<file path="src/rtl/rv_lsu_if.sv">
// Data-memory bus between the load/store sequencer (master) and memory (slave).
// Request fields are held stable by the master until bus_gnt.
interface rv_lsu_if;
  logic        bus_req;
  logic        bus_we;
  logic [31:0] bus_addr;
  logic [3:0]  bus_be;
  logic [31:0] bus_wdata;
  logic        bus_gnt;
  logic        bus_rvalid;
  logic [31:0] bus_rdata;

  modport master (
    output bus_req, bus_we, bus_addr, bus_be, bus_wdata,
    input  bus_gnt, bus_rvalid, bus_rdata
  );

  modport slave (
    input  bus_req, bus_we, bus_addr, bus_be, bus_wdata,
    output bus_gnt, bus_rvalid, bus_rdata
  );
endinterface

</file>
<file path="src/rtl/rv_lsu.sv">
// Load/store sequencer: runs one handshaked bus access per load/store and
// stalls the core until it retires. Reports illegal accesses and timeouts.
module rv_lsu #(
  parameter int TIMEOUT = 255
) (
  input  logic        clk,
  input  logic        rst,
  input  logic        mem_read,
  input  logic        mem_write,
  input  logic [2:0]  mem_op,
  input  logic [31:0] addr,
  input  logic [31:0] wdata,
  output logic        stall,
  output logic [31:0] rdata,
  output logic        rdata_valid,
  output logic        misalign,
  output logic        bus_err,
  rv_lsu_if.master    bus
);
  localparam int CW = $clog2(TIMEOUT + 1);
  localparam logic [CW-1:0] CNT_LAST = CW'(TIMEOUT - 1);

  typedef enum logic [1:0] {S_IDLE, S_REQ, S_WAIT, S_DONE} state_e;

  state_e        state_q, state_d;
  logic [CW-1:0] cnt_q, cnt_d;
  logic          req_q, req_d;
  logic          we_q, we_d;
  logic [31:0]   addr_q, addr_d;
  logic [2:0]    op_q, op_d;
  logic [3:0]    be_q, be_d;
  logic [31:0]   wdata_q, wdata_d;
  logic [31:0]   rdata_q, rdata_d;
  logic          rvld_q, rvld_d;
  logic          mis_q, mis_d;
  logic          err_q, err_d;

  logic        access, is_rd, op_bad, expired;
  logic [3:0]  be_new;
  logic [31:0] wd_new, lane, ld_ext;

  assign access  = mem_read | mem_write;
  assign is_rd   = mem_read;
  assign expired = (cnt_q >= CNT_LAST);

  // Legality, lane enables and store replication of the incoming access.
  always_comb begin
    op_bad = 1'b0;
    case (mem_op)
      3'b000:  op_bad = 1'b0;
      3'b001:  op_bad = addr[0];
      3'b010:  op_bad = |addr[1:0];
      3'b100:  op_bad = ~is_rd;
      3'b101:  op_bad = ~is_rd | addr[0];
      default: op_bad = 1'b1;
    endcase
    case (mem_op[1:0])
      2'b00: begin
        be_new = 4'b0001 << addr[1:0];
        wd_new = {4{wdata[7:0]}};
      end
      2'b01: begin
        be_new = 4'b0011 << {addr[1], 1'b0};
        wd_new = {2{wdata[15:0]}};
      end
      default: begin
        be_new = 4'b1111;
        wd_new = wdata;
      end
    endcase
  end

  always_comb begin
    lane = bus.bus_rdata >> {addr_q[1:0], 3'b000};
    case (op_q)
      3'b000:  ld_ext = {{24{lane[7]}}, lane[7:0]};
      3'b001:  ld_ext = {{16{lane[15]}}, lane[15:0]};
      3'b100:  ld_ext = {24'b0, lane[7:0]};
      3'b101:  ld_ext = {16'b0, lane[15:0]};
      default: ld_ext = lane;
    endcase
  end

  always_comb begin
    state_d = state_q;
    cnt_d   = cnt_q;
    req_d   = req_q;
    we_d    = we_q;
    addr_d  = addr_q;
    op_d    = op_q;
    be_d    = be_q;
    wdata_d = wdata_q;
    rdata_d = rdata_q;
    rvld_d  = 1'b0;
    mis_d   = 1'b0;
    err_d   = 1'b0;
    stall   = 1'b0;
    case (state_q)
      S_IDLE: begin
        if (access && op_bad) begin
          mis_d = 1'b1;
        end else if (access) begin
          stall   = 1'b1;
          state_d = S_REQ;
          cnt_d   = '0;
          req_d   = 1'b1;
          we_d    = ~is_rd;
          addr_d  = addr;
          op_d    = mem_op;
          be_d    = be_new;
          wdata_d = wd_new;
        end
      end
      S_REQ: begin
        stall = 1'b1;
        if (bus.bus_gnt) begin
          req_d   = 1'b0;
          state_d = we_q ? S_DONE : S_WAIT;
          cnt_d   = cnt_q + 1'b1;
        end else if (expired) begin
          req_d   = 1'b0;
          state_d = S_DONE;
          err_d   = 1'b1;
          rdata_d = '0;
        end else begin
          cnt_d = cnt_q + 1'b1;
        end
      end
      S_WAIT: begin
        stall = 1'b1;
        if (bus.bus_rvalid) begin
          rdata_d = ld_ext;
          rvld_d  = 1'b1;
          state_d = S_DONE;
        end else if (expired) begin
          state_d = S_DONE;
          err_d   = 1'b1;
          rdata_d = '0;
        end else begin
          cnt_d = cnt_q + 1'b1;
        end
      end
      default: state_d = S_IDLE;
    endcase
  end

  always_ff @(posedge clk) begin
    if (rst) begin
      state_q <= S_IDLE;
      cnt_q   <= '0;
      req_q   <= 1'b0;
      we_q    <= 1'b0;
      addr_q  <= '0;
      op_q    <= '0;
      be_q    <= '0;
      wdata_q <= '0;
      rdata_q <= '0;
      rvld_q  <= 1'b0;
      mis_q   <= 1'b0;
      err_q   <= 1'b0;
    end else begin
      state_q <= state_d;
      cnt_q   <= cnt_d;
      req_q   <= req_d;
      we_q    <= we_d;
      addr_q  <= addr_d;
      op_q    <= op_d;
      be_q    <= be_d;
      wdata_q <= wdata_d;
      rdata_q <= rdata_d;
      rvld_q  <= rvld_d;
      mis_q   <= mis_d;
      err_q   <= err_d;
    end
  end

  assign bus.bus_req   = req_q;
  assign bus.bus_we    = we_q;
  assign bus.bus_addr  = {addr_q[31:2], 2'b00};
  assign bus.bus_be    = be_q;
  assign bus.bus_wdata = wdata_q;
  assign rdata         = rdata_q;
  assign rdata_valid   = rvld_q;
  assign misalign      = mis_q;
  assign bus_err       = err_q;
endmodule

</file>
<file path="src/flat_wrapper.sv">
// flat-port wrapper written by rule: the top's interface ports become plain ports
module rv_lsu_flat 
#(
  parameter int TIMEOUT = 255
)
  (clk, rst, mem_read, mem_write, mem_op, addr, wdata, stall, rdata, rdata_valid, misalign, bus_err, bus_bus_req, bus_bus_we, bus_bus_addr, bus_bus_be, bus_bus_wdata, bus_bus_gnt, bus_bus_rvalid, bus_bus_rdata);
  rv_lsu_if bus_i ();
  input  logic clk;
  input  logic rst;
  input  logic mem_read;
  input  logic mem_write;
  input  logic [2:0] mem_op;
  input  logic [31:0] addr;
  input  logic [31:0] wdata;
  output logic stall;
  output logic [31:0] rdata;
  output logic rdata_valid;
  output logic misalign;
  output logic bus_err;
  output wire logic [$bits(bus_i.bus_req)-1:0] bus_bus_req;
  output wire logic [$bits(bus_i.bus_we)-1:0] bus_bus_we;
  output wire logic [$bits(bus_i.bus_addr)-1:0] bus_bus_addr;
  output wire logic [$bits(bus_i.bus_be)-1:0] bus_bus_be;
  output wire logic [$bits(bus_i.bus_wdata)-1:0] bus_bus_wdata;
  input wire logic [$bits(bus_i.bus_gnt)-1:0] bus_bus_gnt;
  input wire logic [$bits(bus_i.bus_rvalid)-1:0] bus_bus_rvalid;
  input wire logic [$bits(bus_i.bus_rdata)-1:0] bus_bus_rdata;
  assign bus_bus_req = bus_i.bus_req;
  assign bus_bus_we = bus_i.bus_we;
  assign bus_bus_addr = bus_i.bus_addr;
  assign bus_bus_be = bus_i.bus_be;
  assign bus_bus_wdata = bus_i.bus_wdata;
  assign bus_i.bus_gnt = bus_bus_gnt;
  assign bus_i.bus_rvalid = bus_bus_rvalid;
  assign bus_i.bus_rdata = bus_bus_rdata;
  rv_lsu #(.TIMEOUT(TIMEOUT)) u_core (.clk(clk), .rst(rst), .mem_read(mem_read), .mem_write(mem_write), .mem_op(mem_op), .addr(addr), .wdata(wdata), .stall(stall), .rdata(rdata), .rdata_valid(rdata_valid), .misalign(misalign), .bus_err(bus_err), .bus(bus_i));
endmodule
</file>
<file path="config.mk">
export PLATFORM = sky130hd
export DESIGN_NAME = rv_lsu_flat
export DESIGN_NICKNAME = d
export VERILOG_FILES = /design/src/rtl/rv_lsu_if.sv /design/src/rtl/rv_lsu.sv /design/src/flat_wrapper.sv
export SDC_FILE = /design/constraint.sdc
export NUM_CORES = 1
export LEC_CHECK = 0
export CAP_MARGIN = 20
export CORE_UTILIZATION = 48
export CTS_CLUSTER_DIAMETER = 50
export CTS_CLUSTER_SIZE = 16
export DETAILED_ROUTE_END_ITERATION = 8
export PLACE_DENSITY = 0.9
export RECOVER_POWER = 50
export SYNTH_ARGS = -nofsm -noshare
export SYNTH_HDL_FRONTEND = slang
export SYNTH_SLANG_ARGS = --single-unit
</file>
<file path="constraint.sdc">
create_clock -name clk -period 6.8 [get_ports clk]
set_clock_uncertainty 0.15 [all_clocks]
set_input_delay 1.36 -clock clk [delete_from_list [all_inputs] [get_ports clk]]
set_output_delay 1.36 -clock clk [all_outputs]
set_load 0.02 [all_outputs]
</file>
==> flow_summary.json <==
{
  "status": "complete, but fails checks",
  "violations": "max-capacitance violations, max-slew violations",
  "required_ns": 6.95,
  "grt_max_degree": 99,
  "drt-initial-drc-count": 347,
  "grt_pass1_vias": 5195,
  "rsz0062_at_grt": "false",
  "design.core.area_um2": 11470,
  "p_sw_frac": 0.3408,
  "synth-seq-area-share": 0.4182,
  "io_buffers": 208,
  "start_kind": "primary input",
  "cp_max_fo": 98,
  "cts_made_buffers": 17,
  "drive_gt1_frac": 0.06317,
  "ys.flop_type": "dfxtp_1",
  "syn_area_um2": 5649,
  "clockPowerShare": 0.324,
  "slew-limit-headroom": -1.919,
  "ant_nets": 0,
  "cts_setup_buffers": 0,
  "route.detailed.drc": 0,
  "drt_first_pass_iters": 4,
  "synth_seq_cells": 118,
  "finalInstanceArea_um2": 8003,
  "finalSetupViolCount": 0,
  "cts_resized": 0,
  "hold_viol": 0,
  "vias": 5464,
  "critPathKind": "in2reg",
  "design.die.area_um2": 12210,
  "power_frac_comb": 0.328,
  "grt_pass1_wl_um": 26250,
  "synth_edf_count": 0,
  "place_area_um2": 7498,
  "drv_cap": 1,
  "fin_setup_tns_ns": 0,
  "max_freq_mhz": 181.3,
  "clock_latency_ns": 0.41,
  "async_reset_ff_frac": 0,
  "hpwl_um": 11130,
  "endpoint_kind": "flip-flop",
  "min_period_ns": 5.517,
  "ctsLongestPathBuffers": 2,
  "yosys_warnings": 0,
  "yosysUniqueCellTypes": 57,
  "whs_ns": 0.3001,
  "gr-usage-all-layers": 0.2673,
  "cp.arrival_ns": 5.66,
  "cts.hold.buffers_added": 0,
  "avgRoutedWirePerCell_um": 16.54,
  "place.gp.congestion": 0.8645,
  "ios": 211,
  "p_leak_nw": 3.180,
  "clock_sinks": 118,
  "path_clk_slew_ns": 0.06,
  "hold_path_class": "reg2reg",
  "internal_power_mw": 1.573,
  "area_delta_synth_final_pct": 41.66,
  "antenna_found_initial": 0,
  "htreeDepth": 4,
  "ctsRootBufferMaster": "clkbuf_16",
  "wirelength_um": 16240,
  "rows": 39,
  "synthCells": 676,
  "die_x_um": 110.5,
  "finalPower_mw": 2.386,
  "post-route-util": 0.6979,
  "die_h_um": 110.5,
  "start_util": 0.4926,
  "ir_worst_vdd_uv": 215.9,
  "avgSynthCellArea_um2": 8.357,
  "via_per_inst": 5.564,
  "tightest_slew_ns": 4.379,
  "powerDensity_nw_per_um2": 298.2,
  "drv_slew": 99,
  "pwr-share-seq": 0.349,
  "cts_tree": "done",
  "nNetsFinal": 940,
  "gr-total-overflow": 0,
  "min_period_over_period": 0.8113,
  "p_sw_uw": 813.2,
  "fill_cells": 859,
  "diodes": 0
}
## worst max-delay path, cell delays in order
cell      delay, ns
clkbuf_1       3.01
nand2b_1       0.62
nor2_1         0.25
a221o_1        0.38
## routing by layer
layer | vias up | share of wire | global-route usage
met4 | 0 | 0.024 | 0.1138
li1 | 2665 | - | -
met5 | - | 0 | 0
met3 | 28 | 0.087 | 0.09276
met2 | 245 | 0.48 | 0.4501
met1 | 2526 | 0.41 | 0.3066
## cell families (layout without fill, tap and decap cells)
kind of cell             after synthesis  count (layout)  synth area share
AND/OR/NAND/NOR                      219             219            0.1677
AO/OA/AOI/OAI                        199             199            0.2354
flip-flops                           118             118            0.4182
buffers and inverters                 92             254           0.08837
multiplexers                          36              36           0.06800
adder cells (fa/ha/maj)                7               7           0.01550
XOR/XNOR                               4               4          0.006203
other                                  1               2         0.0006638
## layout by cell type (no fill, tap or decap), types with 3 or more instances in the layout
cell	count
a211o_1	8
a211oi_1	10
a21oi_1	81
a221o_1	8
a22o_1	8
a311oi_1	12
a32oi_1	7
a41oi_1	3
buf_4	5
clkbuf_1	4
clkbuf_16	17
clkdlybuf4s50_1	107
clkinv_2	4
clkinvlp_4	5
dfxtp_1	118
dlygate4sd3_1	100
ha_1	7
inv_1	10
mux2_2	9
mux2i_1	26
nand2_1	130
nand2b_1	6
nand3_1	7
nor2_1	46
nor2b_1	10
o211ai_1	9
o21ai_0	26
o2bb2ai_1	8
o32ai_1	3
or2_2	3
xnor2_1	3
## final cells by class
cell class,count,area (um2),area share
clock buffer,21,450.4,0.05629
timing repair buffer,213,2113,0.2641
clock inverter,9,57.56,0.007192
inverter,11,41.29,0.005159
multi-input combinational,467,2799,0.3497
tap,143,178.9,0.02236
sequential,118,2362,0.2952
## sequential cells by signal (all words and copies together) (netlist names)
register and flops:
u_core.state_q 2, u_core.bus.bus_we 1, u_core.addr_q 32, u_core.bus.bus_req 1, u_core.op_q 3, u_core.bus.bus_be 4
u_core.cnt_q 8, u_core.rdata_valid 1, u_core.misalign 1, u_core.bus_err 1, u_core.rdata 32, u_core.bus.bus_wdata 32
## power groups by stage
stage / combinational, mW / clock, mW / sequential, mW
floorplan: 0.450 / 0 / 0.905
global placement: 0.792 / 0 / 0.843
detailed placement: 0.800 / 0 / 0.847
CTS: 0.805 / 0.783 / 0.834
global route: 0.851 / 0.816 / 0.843
finish: 0.782 / 0.772 / 0.832
## synth_stat cells (3+ instances only)
library cell / number / area (um2)
buf_1: 4 / 15.01
dfxtp_1: 118 / 2362
a221o_1: 8 / 80.08
clkbuf_1: 32 / 120.1
ha_1: 7 / 87.58
nand2b_1: 6 / 37.54
nand3_1: 7 / 35.03
a21oi_1: 81 / 405.4
a311oi_1: 12 / 105.1
mux2i_1: 26 / 260.3
a41oi_1: 3 / 26.28
o21ai_0: 26 / 130.1
o2bb2ai_1: 8 / 70.07
nor2b_1: 10 / 62.56
a32oi_1: 7 / 61.31
a211oi_1: 10 / 75.07
buf_4: 34 / 255.2
a22o_1: 8 / 70.07
inv_1: 10 / 37.54
o32ai_1: 3 / 26.28
xnor2_1: 3 / 26.28
nand2_1: 130 / 488.0
a211o_1: 8 / 70.07
or2_2: 3 / 18.77
buf_2: 9 / 45.04
mux2_2: 9 / 101.4
nor2_1: 47 / 176.4
o211ai_1: 9 / 67.56
## stage by stage
stage | cells | worst slack, ns
global route | 982 | 1.002
floorplan | 677 | 2.459
CTS | 982 | 1.924
global placement | 952 | 1.955
detailed placement | 952 | 1.931
finish | 982 | 1.283
## worst paths after layout
path	from	endpoint	slack (ns)	cells past startpoint
hold / removal	u_core.bus.bus_wdata[6]$_SDFFE_PP0P_	u_core.bus.bus_wdata[6]$_SDFFE_PP0P_	0.30	2
hold reg to reg	u_core.bus.bus_wdata[6]$_SDFFE_PP0P_	u_core.bus.bus_wdata[6]$_SDFFE_PP0P_	0.30	2
setup reg to reg	u_core.state_q[0]$_SDFFE_PP0P_	u_core.rdata[19]$_SDFFE_PP0P_	3.93	7
setup / recovery	rst	u_core.rdata[19]$_SDFFE_PP0P_	1.28	4
Note: power is estimated with default switching activity, not from simulation.
